===== src/rtl/mem_port_arbiter_if.sv =====
// mem_port_arbiter_if
// Bundles the two requester ports (instruction fetch, load/store) and the
// single-port data memory pins that the arbiter sits between.
//   if_*  : fetch request/address in, ack/read data out
//   dm_*  : load/store request, op codes, address, store data in; ack/load data out
//   mem_* : memory op codes, address, store data out; combinational read data in
//   busy  : arbiter is in ACCESS or RESP
// Modport slave is the arbiter side; modport master is the environment
// (requesters plus memory).
interface mem_port_arbiter_if #(
  parameter int ADDR_W = 32
);
  logic              if_req;
  logic [ADDR_W-1:0] if_addr;
  logic              if_ack;
  logic [31:0]       if_rdata;

  logic              dm_req;
  logic [2:0]        dm_read;
  logic [1:0]        dm_write;
  logic [ADDR_W-1:0] dm_addr;
  logic [31:0]       dm_wdata;
  logic              dm_ack;
  logic [31:0]       dm_rdata;

  logic [2:0]        mem_read;
  logic [1:0]        mem_write;
  logic [ADDR_W-1:0] mem_addr;
  logic [31:0]       mem_wdata;
  logic [31:0]       mem_rdata;

  logic              busy;

  modport slave (
    input  if_req, if_addr, dm_req, dm_read, dm_write, dm_addr, dm_wdata, mem_rdata,
    output if_ack, if_rdata, dm_ack, dm_rdata, mem_read, mem_write, mem_addr, mem_wdata, busy
  );

  modport master (
    output if_req, if_addr, dm_req, dm_read, dm_write, dm_addr, dm_wdata, mem_rdata,
    input  if_ack, if_rdata, dm_ack, dm_rdata, mem_read, mem_write, mem_addr, mem_wdata, busy
  );
endinterface


===== src/rtl/mem_port_arbiter.sv =====
// mem_port_arbiter
// Shares the single-port data memory between instruction fetch and the
// load/store unit. A winning request is latched into a command register,
// driven onto the memory pins for exactly one ACCESS cycle, and the read
// data is returned from a response register with a one-cycle ack in RESP.
// Data accesses win ties, but after MAX_DATA_STREAK consecutive data grants
// with a fetch waiting, the fetch is served.
// Ports:
//   clk  : system clock, all state on posedge
//   rst  : asynchronous active-low reset
//   bus  : mem_port_arbiter_if.slave (requester ports, memory pins, busy)
module mem_port_arbiter #(
  parameter int MAX_DATA_STREAK = 2,
  parameter int ADDR_W          = 32
) (
  input logic             clk,
  input logic             rst,
  mem_port_arbiter_if.slave bus
);

  localparam logic [3:0] STREAK_LIMIT = 4'(MAX_DATA_STREAK);

  typedef enum logic [1:0] {
    IDLE,
    ACCESS,
    RESP
  } state_t;

  state_t            state;
  state_t            state_next;

  logic              grant_any;
  logic              grant_data;

  logic [3:0]        streak;
  logic              cmd_is_data;
  logic [2:0]        cmd_read;
  logic [1:0]        cmd_write;
  logic [ADDR_W-1:0] cmd_addr;
  logic [31:0]       cmd_wdata;
  logic [31:0]       rsp_data;

  // State register. Reset drops straight to IDLE, which also kills the
  // memory op codes of an in-flight access before its write edge.
  always_ff @(posedge clk or negedge rst) begin
    if (!rst) begin
      state <= IDLE;
    end else begin
      state <= state_next;
    end
  end

  // Next-state, arbitration and per-state outputs. Requests are only
  // looked at in IDLE; in RESP the requester's req is still the old one.
  always_comb begin
    state_next    = state;
    grant_any     = 1'b0;
    grant_data    = 1'b0;
    bus.if_ack    = 1'b0;
    bus.dm_ack    = 1'b0;
    bus.busy      = 1'b0;
    bus.mem_read  = 3'b000;
    bus.mem_write = 2'b00;
    case (state)
      IDLE: begin
        if (bus.if_req || bus.dm_req) begin
          grant_any  = 1'b1;
          grant_data = bus.dm_req && !(bus.if_req && (streak == STREAK_LIMIT));
          state_next = ACCESS;
        end
      end
      ACCESS: begin
        bus.busy      = 1'b1;
        bus.mem_read  = cmd_read;
        bus.mem_write = cmd_write;
        state_next    = RESP;
      end
      RESP: begin
        bus.busy   = 1'b1;
        bus.if_ack = !cmd_is_data;
        bus.dm_ack = cmd_is_data;
        state_next = IDLE;
      end
      default: begin
        state_next = IDLE;
      end
    endcase
  end

  // Command register. A store forces the read op to none so the memory
  // never sees a read and a write at once. A fetch leaves the store data
  // untouched so mem_wdata keeps its last value.
  always_ff @(posedge clk or negedge rst) begin
    if (!rst) begin
      cmd_is_data <= 1'b0;
      cmd_read    <= 3'b000;
      cmd_write   <= 2'b00;
      cmd_addr    <= '0;
      cmd_wdata   <= '0;
    end else if (grant_any) begin
      cmd_is_data <= grant_data;
      if (grant_data) begin
        cmd_write <= bus.dm_write;
        cmd_read  <= (bus.dm_write != 2'b00) ? 3'b000 : bus.dm_read;
        cmd_addr  <= bus.dm_addr;
        cmd_wdata <= bus.dm_wdata;
      end else begin
        cmd_write <= 2'b00;
        cmd_read  <= 3'b001;
        cmd_addr  <= bus.if_addr;
      end
    end
  end

  // Data-streak counter: counts data grants that overtook a waiting fetch,
  // saturating at 15; any grant that leaves no fetch waiting clears it.
  always_ff @(posedge clk or negedge rst) begin
    if (!rst) begin
      streak <= 4'd0;
    end else if (grant_any) begin
      if (grant_data && bus.if_req) begin
        if (streak != 4'hF) begin
          streak <= streak + 4'd1;
        end
      end else begin
        streak <= 4'd0;
      end
    end
  end

  // Response register, loaded at the edge that ends ACCESS and held
  // between acks for both requesters.
  always_ff @(posedge clk or negedge rst) begin
    if (!rst) begin
      rsp_data <= 32'h0;
    end else if (state == ACCESS) begin
      rsp_data <= bus.mem_rdata;
    end
  end

  assign bus.mem_addr  = cmd_addr;
  assign bus.mem_wdata = cmd_wdata;
  assign bus.if_rdata  = rsp_data;
  assign bus.dm_rdata  = rsp_data;

endmodule


===== src/flat_wrapper.sv =====
// flat-port wrapper written by rule: the top's interface ports become plain ports
module mem_port_arbiter_flat 
#(
  parameter int MAX_DATA_STREAK = 2,
  parameter int ADDR_W          = 32
)
  (clk, rst, bus_if_req, bus_if_addr, bus_dm_req, bus_dm_read, bus_dm_write, bus_dm_addr, bus_dm_wdata, bus_mem_rdata, bus_if_ack, bus_if_rdata, bus_dm_ack, bus_dm_rdata, bus_mem_read, bus_mem_write, bus_mem_addr, bus_mem_wdata, bus_busy);
  mem_port_arbiter_if #(.ADDR_W(ADDR_W)) bus_i ();
  input logic clk;
  input logic rst;
  input wire logic [$bits(bus_i.if_req)-1:0] bus_if_req;
  input wire logic [$bits(bus_i.if_addr)-1:0] bus_if_addr;
  input wire logic [$bits(bus_i.dm_req)-1:0] bus_dm_req;
  input wire logic [$bits(bus_i.dm_read)-1:0] bus_dm_read;
  input wire logic [$bits(bus_i.dm_write)-1:0] bus_dm_write;
  input wire logic [$bits(bus_i.dm_addr)-1:0] bus_dm_addr;
  input wire logic [$bits(bus_i.dm_wdata)-1:0] bus_dm_wdata;
  input wire logic [$bits(bus_i.mem_rdata)-1:0] bus_mem_rdata;
  output wire logic [$bits(bus_i.if_ack)-1:0] bus_if_ack;
  output wire logic [$bits(bus_i.if_rdata)-1:0] bus_if_rdata;
  output wire logic [$bits(bus_i.dm_ack)-1:0] bus_dm_ack;
  output wire logic [$bits(bus_i.dm_rdata)-1:0] bus_dm_rdata;
  output wire logic [$bits(bus_i.mem_read)-1:0] bus_mem_read;
  output wire logic [$bits(bus_i.mem_write)-1:0] bus_mem_write;
  output wire logic [$bits(bus_i.mem_addr)-1:0] bus_mem_addr;
  output wire logic [$bits(bus_i.mem_wdata)-1:0] bus_mem_wdata;
  output wire logic [$bits(bus_i.busy)-1:0] bus_busy;
  assign bus_i.if_req = bus_if_req;
  assign bus_i.if_addr = bus_if_addr;
  assign bus_i.dm_req = bus_dm_req;
  assign bus_i.dm_read = bus_dm_read;
  assign bus_i.dm_write = bus_dm_write;
  assign bus_i.dm_addr = bus_dm_addr;
  assign bus_i.dm_wdata = bus_dm_wdata;
  assign bus_i.mem_rdata = bus_mem_rdata;
  assign bus_if_ack = bus_i.if_ack;
  assign bus_if_rdata = bus_i.if_rdata;
  assign bus_dm_ack = bus_i.dm_ack;
  assign bus_dm_rdata = bus_i.dm_rdata;
  assign bus_mem_read = bus_i.mem_read;
  assign bus_mem_write = bus_i.mem_write;
  assign bus_mem_addr = bus_i.mem_addr;
  assign bus_mem_wdata = bus_i.mem_wdata;
  assign bus_busy = bus_i.busy;
  mem_port_arbiter #(.MAX_DATA_STREAK(MAX_DATA_STREAK), .ADDR_W(ADDR_W)) u_core (.clk(clk), .rst(rst), .bus(bus_i));
endmodule

===== config.mk =====
export PLATFORM = sky130hd
export DESIGN_NAME = mem_port_arbiter_flat
export DESIGN_NICKNAME = d
export VERILOG_FILES = /design/src/rtl/mem_port_arbiter_if.sv /design/src/rtl/mem_port_arbiter.sv /design/src/flat_wrapper.sv
export SDC_FILE = /design/constraint.sdc
export NUM_CORES = 1
export LEC_CHECK = 0
export ABC_AREA = 1
export CAP_MARGIN = 30
export CORE_ASPECT_RATIO = 1.5
export CORE_MARGIN = 2
export CORE_UTILIZATION = 35
export DETAILED_ROUTE_END_ITERATION = 8
export GPL_ROUTABILITY_DRIVEN = 1
export PLACE_DENSITY_LB_ADDON = 0.25
export SETUP_SLACK_MARGIN = 0.5
export SYNTH_ARGS = -nofsm -noshare
export SYNTH_HDL_FRONTEND = slang
export SYNTH_SLANG_ARGS = --single-unit

===== constraint.sdc =====
create_clock -name clk -period 1.5 [get_ports clk]
set_clock_uncertainty 0.05 [all_clocks]
set_input_delay 0.3 -clock clk [delete_from_list [all_inputs] [get_ports clk]]
set_output_delay 0.3 -clock clk [all_outputs]
set_load 0.02 [all_outputs]

==> results of run 1 <==
[layout make-up]
| class | instances | area, sq um |
|---|---|---|
| fill | 1057 | 4770 |
| timing repair buffer | 370 | 3990 |
| sequential | 108 | 2710 |
| multi-input combinational | 389 | 1930 |
| clock buffer | 11 | 233 |
| tap | 165 | 206 |
| inverter | 15 | 58.8 |
| clock inverter | 5 | 35.0 |
[stage by stage]
step	total power (uW)	instance area, sq um
after floorplan	11000	5030
after global placement	15300	7800
after detailed placement	15500	7800
after CTS	19500	8650
after global routing	21700	9160
final	20600	9160
[sequential cells by signal, indices dropped and copies added (netlist names)]
register	cells
u_core.bus.dm_rdata	32
u_core.cmd_write	2
u_core.streak	4
u_core.cmd_read	3
u_core.cmd_is_data	1
u_core.state	2
u_core.bus.mem_wdata	32
u_core.bus.mem_addr	32
[worst reg2reg max path, cell delays in order (launching register included)]
cell and delay, ns:
dfrtp_1 0.44, inv_2 0.12, ha_2 0.20, nand2_2 0.08
a21oi_4 0.15, buf_12 0.18, clkbuf_16 0.16, nand2_1 0.05
nand2_1 0.08, nand2_1 0.05, nand2_1 0.06
[logic make-up after synthesis]
family                   count (synthesis)  synth area share
flip-flops                             108             0.543
AND/OR/NAND/NOR                        342             0.262
adder cells (fa/ha/maj)                  7            0.0176
buffers and inverters                   72            0.0931
AO/OA/AOI/OAI                            8            0.0111
multiplexers                            32            0.0725
[final timing paths]
| check | from | to | cells after the start |
|---|---|---|---|
| min in group clk | bus_dm_wdata[11] | u_core.bus.mem_wdata[11]$_DFFE_PN0P_ | 3 |
| worst max register to register | u_core.state[0]$_DFFE_PN0P_ | u_core.bus.mem_addr[22]$_DFFE_PN0P_ | 10 |
| worst min register to register | u_core.bus.mem_addr[4]$_DFFE_PN0P_ | u_core.bus.mem_addr[4]$_DFFE_PN0P_ | 2 |
| worst max-delay path | u_core.state[1]$_DFFE_PN0P_ | bus_mem_write[1] | 6 |
| worst min-delay path | rst | u_core.bus.dm_rdata[16]$_DFFE_PN0N_ | 2 |
| max in group asynchronous | rst | u_core.bus.mem_addr[27]$_DFFE_PN0P_ | 3 |
[layer usage]
| metal | part of all wire | track usage |
|---|---|---|
| met1 | 0.36 | 0.203 |
| met2 | 0.54 | 0.370 |
| met3 | 0.075 | 0.0598 |
| met4 | 0.025 | 0.0595 |
| met5 | 0 | 0 |
[synth_stat cells]
| master | number | share of area |
|---|---|---|
| buf_2 | 10 | 0.010 |
| a21oi_4 | 1 | 0.0033 |
| nand2_1 | 324 | 0.24 |
| ha_1 | 7 | 0.018 |
| buf_4 | 40 | 0.060 |
| a22o_1 | 1 | 0.0018 |
| nor2_1 | 7 | 0.0053 |
| or2_2 | 1 | 0.0013 |
| nor2_2 | 1 | 0.0013 |
| nand4_1 | 3 | 0.0038 |
| inv_1 | 14 | 0.011 |
| nand3_1 | 5 | 0.0050 |
| dfrtp_1 | 108 | 0.54 |
| nand2_2 | 1 | 0.0013 |
| inv_2 | 1 | 0.00075 |
| clkbuf_1 | 3 | 0.0023 |
| mux2_2 | 32 | 0.072 |
| o21ai_0 | 6 | 0.0060 |
| buf_6 | 4 | 0.0091 |
[what timing repair did]
action | 4_1_cts | 5_1_grt
buffers inserted | 29 | 32
pin swaps | 3 | 1
cloned | 3 | 9
hold buffers | 1 | 0
gates resized for setup | 837 | 24
endpoints found under the setup margin | 244 | 306
hold endpoints to repair | 8 | 0
[power by group through the flow]
stage / Sequential, uW / Clock [uW] / Combinational (uW)
CTS: 5530 / 2240 / 11700
global placement: 5160 / 0 / 10100
detailed placement: 5220 / 0 / 10300
floorplan: 6700 / 0 / 4300
global route: 5710 / 2350 / 13600
finish: 5560 / 2200 / 12800
==> results.toml, run 1 <==
[layout]
finalNonFillerCells = 1063
final_layout_size_suffix_gt1_frac = 0.347
final_nets = 1037
area_growth_pct = 84.1
final_common_cell = "nand2_1"
final_util = 0.658
diodes = 0
final_cell_mix = "317 x nand2_1, 139 x buf_6, 135 x clkdlybuf4s50_1, 106 x dfrtp_1, 70 x buf_4"

[timing]
fin_crit_ns = 1.69
finalMaxSlewViolations = 0
slew_headroom = 0.837
fmax_ghz = 0.590
worst_slew_pin_slew_ns = 0.245
hold_ws_ns = 0.301
fin_ws_ns = -0.194
hold_viol = 0
finalSetupTns_ns = -11.96
grt_setup_unrepaired = "yes"
setup_viol = 100
fin_crit_sh = 1.13

[setup_path]
cp-start-kind = "flop"
required_ns = 1.15
crit_chain = "inv_2, ha_4, buf_12, nand2_4, inv_2, buf_6"
path_buf_inv = 4
cpMostUsedCell = "inv_2"
ff2ff_setup_slack_ns = -0.17
crit_family = "flip-flops"
arrival_ns = 1.34
end_kind = "output port"
critPathMaxStageDelay_ns = 0.40
crit_fanout = 6
worstSetupPathType = "flop to output port"
slowest_stage = "dfrtp_1"

[grt]
grt_max_degree = 63
grt_pass1_wl_mm = 23.1
grtUsageTotal = 0.196
grt_antenna_before_repair = 0
grt_pass1_vias = 4699
grt_overflow = 0

[drt]
ant_nets = 0
vias_per_cell = 4.59
vias = 4884
wl_per_cell_microns = 15.9
route.detailed.drc = 0
first_pass_iters = 4
wl_mm = 16.9
first_iter_violations = 84

[logic_synthesis]
avgSynthCellArea_sq_um = 8.74
yosysWarnings = 0
synth_cell_type_count = 19
synthCells = 569
netlist_area_sq_mm = 0.00497
ys_ff_latch = 108
syn_nets = 713
ys_seq_area_frac = 0.543

[power]
p_per_area_mw_per_mm2 = 2250
clkPwrFrac = 0.107
seqPwrFrac = 0.270
leakage_uw = 0.00467
peakVddDrop_mv = 0.862
internal_power_uw = 12400
swShare = 0.399
comb_power_share = 0.623
switchingPower_uw = 8210

[floorplanning]
chipHeight_microns = 150
core_area_sq_mm = 0.0139
rows = 53
die_w_microns = 101
io_pins = 273
dieArea_sq_mm = 0.0152
initial_utilization = 0.357

[outcome]
violations = "negative setup slack"
status = "finished, violations left"

[clock_network]
cts_buffers = 9
root_buffer = "clkbuf_16"
cts_tree = "yes"
path_clk_slew_ns = 0.07
worstSkewPairLatency_ns = 0.34
cts_sinks = 108
cts_buffer_depth = 2
htree_levels = 3

[placed_design]
port_buffers = 272
gp_congestion = 0.788
place_ws_ns = -0.338
dp.cells = 973
dp_hpwl_mm = 11.4

[min_path]
min_path_type = "input port to async pin"

[flow_run]
cap_violations = 0
Power figures use the tool's default switching activity.
==> run 2: changes to the inputs <==
--- a/config.mk
+++ b/config.mk
@@ -11,7 +11,7 @@
 export CORE_MARGIN = 2
 export CORE_UTILIZATION = 35
 export DETAILED_ROUTE_END_ITERATION = 8
-export GPL_ROUTABILITY_DRIVEN = 1
+export GPL_ROUTABILITY_DRIVEN = 0
 export PLACE_DENSITY_LB_ADDON = 0.25
 export SETUP_SLACK_MARGIN = 0.5
 export SYNTH_ARGS = -nofsm -noshare
==> results of run 2 <==
No change in the layout: final DEF, timing and power equal those of run 1.
==> run 3: changes to the inputs <==
--- a/config.mk
+++ b/config.mk
@@ -7,12 +7,12 @@
 export LEC_CHECK = 0
 export ABC_AREA = 1
 export CAP_MARGIN = 30
-export CORE_ASPECT_RATIO = 1.5
+export CORE_ASPECT_RATIO = 1.4
 export CORE_MARGIN = 2
 export CORE_UTILIZATION = 35
 export DETAILED_ROUTE_END_ITERATION = 8
 export GPL_ROUTABILITY_DRIVEN = 0
-export PLACE_DENSITY_LB_ADDON = 0.25
+export PLACE_DENSITY = 0.77
 export SETUP_SLACK_MARGIN = 0.5
 export SYNTH_ARGS = -nofsm -noshare
 export SYNTH_HDL_FRONTEND = slang
==> results.toml, run 3 (synthesis results as in run 1) <==
[clock_network]
root_buffer = "clkbuf_16"
htree_levels = 3
worstSkewPairLatency_ns = 0.34
path_clk_slew_ns = 0.08
cts_buffers = 9
cts_buffer_depth = 2
cts_sinks = 108
cts_tree = "yes"

[timing]
slew_headroom = 0.756
fin_ws_ns = -0.207
hold_viol = 0
grt_setup_unrepaired = "yes"
setup_viol = 106
hold_ws_ns = 0.437
worst_slew_pin_slew_ns = 0.365
fin_crit_sh = 1.14
fmax_ghz = 0.586
finalMaxSlewViolations = 0
fin_crit_ns = 1.71

[setup_path]
end_kind = "flop"
crit_fanout = 8
ff2ff_setup_slack_ns = -0.21
arrival_ns = 1.88
crit_chain = "inv_2, buf_6, ha_4, nand2_4, inv_4, nand2_8, buf_12, buf_12, nand2_1, nand2_1"
worstSetupPathType = "flop to flop"
cp-start-kind = "flop"
critPathMaxStageDelay_ns = 0.43
required_ns = 1.68
slowest_stage = "dfrtp_1"

[drt]
wl_mm = 19.6
first_pass_iters = 4
vias = 5052
route.detailed.drc = 0
vias_per_cell = 4.60
first_iter_violations = 143
ant_nets = 0
wl_per_cell_microns = 17.8

[power]
internal_power_uw = 13600
peakVddDrop_mv = 1.13
switchingPower_uw = 9200
clkPwrFrac = 0.110
swShare = 0.403
p_total_uw = 22800
seqPwrFrac = 0.251
p_per_area_mw_per_mm2 = 2310
leakage_uw = 0.00506
comb_power_share = 0.639

[floorplanning]
core_area_sq_mm = 0.0139
die_w_microns = 105
chipHeight_microns = 145
initial_utilization = 0.358
io_pins = 273
dieArea_sq_mm = 0.0152
rows = 51

[grt]
grt_max_degree = 59
gr-usage-met2 = 0.418
met3_usage = 0.0508
grt_pass1_wl_mm = 26.1
grtUsageTotal = 0.220
grt_overflow = 0
grt_antenna_before_repair = 0
globalRouteMet1Util = 0.233
busiest_layer = "met2"
grt_pass1_vias = 4832

[layout]
diodes = 0
fillers = 936
final_cell_mix = "244 x nand2_1, 151 x buf_6, 135 x clkdlybuf4s50_1, 104 x dfrtp_1, 65 x buf_4"
final_nets = 1052
area_growth_pct = 98.8
final_layout_size_suffix_gt1_frac = 0.441
finalNonFillerCells = 1098
final_common_cell = "nand2_1"

[outcome]
violations = "negative setup slack"
status = "finished, violations left"

[flow_run]
cap_violations = 0

[min_path]
min_path_type = "input port to flop"

[placed_design]
place_ws_ns = -0.317
port_buffers = 272
dp_hpwl_mm = 11.4
dp.cells = 1005
[run 3: cell types whose count changed in the layout (fill, tap and decap cells not counted), moves of 4 or more]
cell,delta
nand2_2,+53
buf_16,+4
buf_6,+12
buf_4,-5
mux2_4,+20
nand2_4,+19
nand2_1,-73
buf_12,+7
mux2_2,-20
[run 3: routing by layer]
metal / wire (microns) / vias up
met4: 538 / 0
met3: 1320 / 36
met5: 0 / -
li1: - / 2393
met1: 6880 / 2388
met2: 10800 / 235
[run 3: critical path: cells and delay by family (launching register included)]
kind	cells	cell delay (ns)
fa+ha+maj	1	0.14
buf+inv	5	0.61
flops	1	0.43
simple gates	4	0.35
[run 3: cell type report]
cell class | instances | area, sq um | area share
Tap cell | 185 | 231 | 0.0234
Timing Repair Buffer | 385 | 4290 | 0.433
Inverter | 15 | 58.8 | 0.00595
Clock buffer | 10 | 229 | 0.0232
Multi-Input combinational cell | 389 | 2290 | 0.232
Sequential cell | 108 | 2710 | 0.274
Clock inverter | 6 | 81.3 | 0.00823
[run 3: repair_timing]
action	in CTS	in global routing
endpoints found under the setup margin	244	244
gates resized for setup	857	138
hold buffers	1	0
hold endpoints to repair	108	0
pin swaps	18	25
gates cloned	8	5
setup buffers	31	32
[run 3: final timing paths]
path                                                     startpoint                                   end  depth (start not counted)
worst max-delay path                    u_core.state[0]$_DFFE_PN0P_   u_core.bus.mem_wdata[8]$_DFFE_PN0P_                         10
worst min-delay path                                bus_dm_wdata[6]   u_core.bus.mem_wdata[6]$_DFFE_PN0P_                          3
worst max register to register          u_core.state[0]$_DFFE_PN0P_   u_core.bus.mem_wdata[8]$_DFFE_PN0P_                         10
worst min register to register  u_core.bus.mem_addr[29]$_DFFE_PN0P_   u_core.bus.mem_addr[29]$_DFFE_PN0P_                          2
max in group asynchronous                                       rst    u_core.bus.dm_rdata[3]$_DFFE_PN0N_                          3
min in group asynchronous                                       rst  u_core.bus.mem_wdata[15]$_DFFE_PN0P_                          3
[run 3: power by group through the flow]
stage                     Sequential [uW]  Combinational [uW]  Clock [uW]
final                                5720               14600        2520
after global routing                 5850               15300        2680
after CTS                            5530               12500        2540
after detailed placement             5270               10600           0
after global placement               5200               10400           0
after floorplan                      6700                4300           0
[run 3: per-stage QoR]
step	TNS, ns	utilization	instance area (sq um)
finish	-11.22	0.711	9890
global route	-18.25	0.711	9890
CTS	-8.57	0.651	9050
detailed placement	-15.84	0.574	7980
global placement	-14.71	0.574	7980
floorplan	0	-	5030
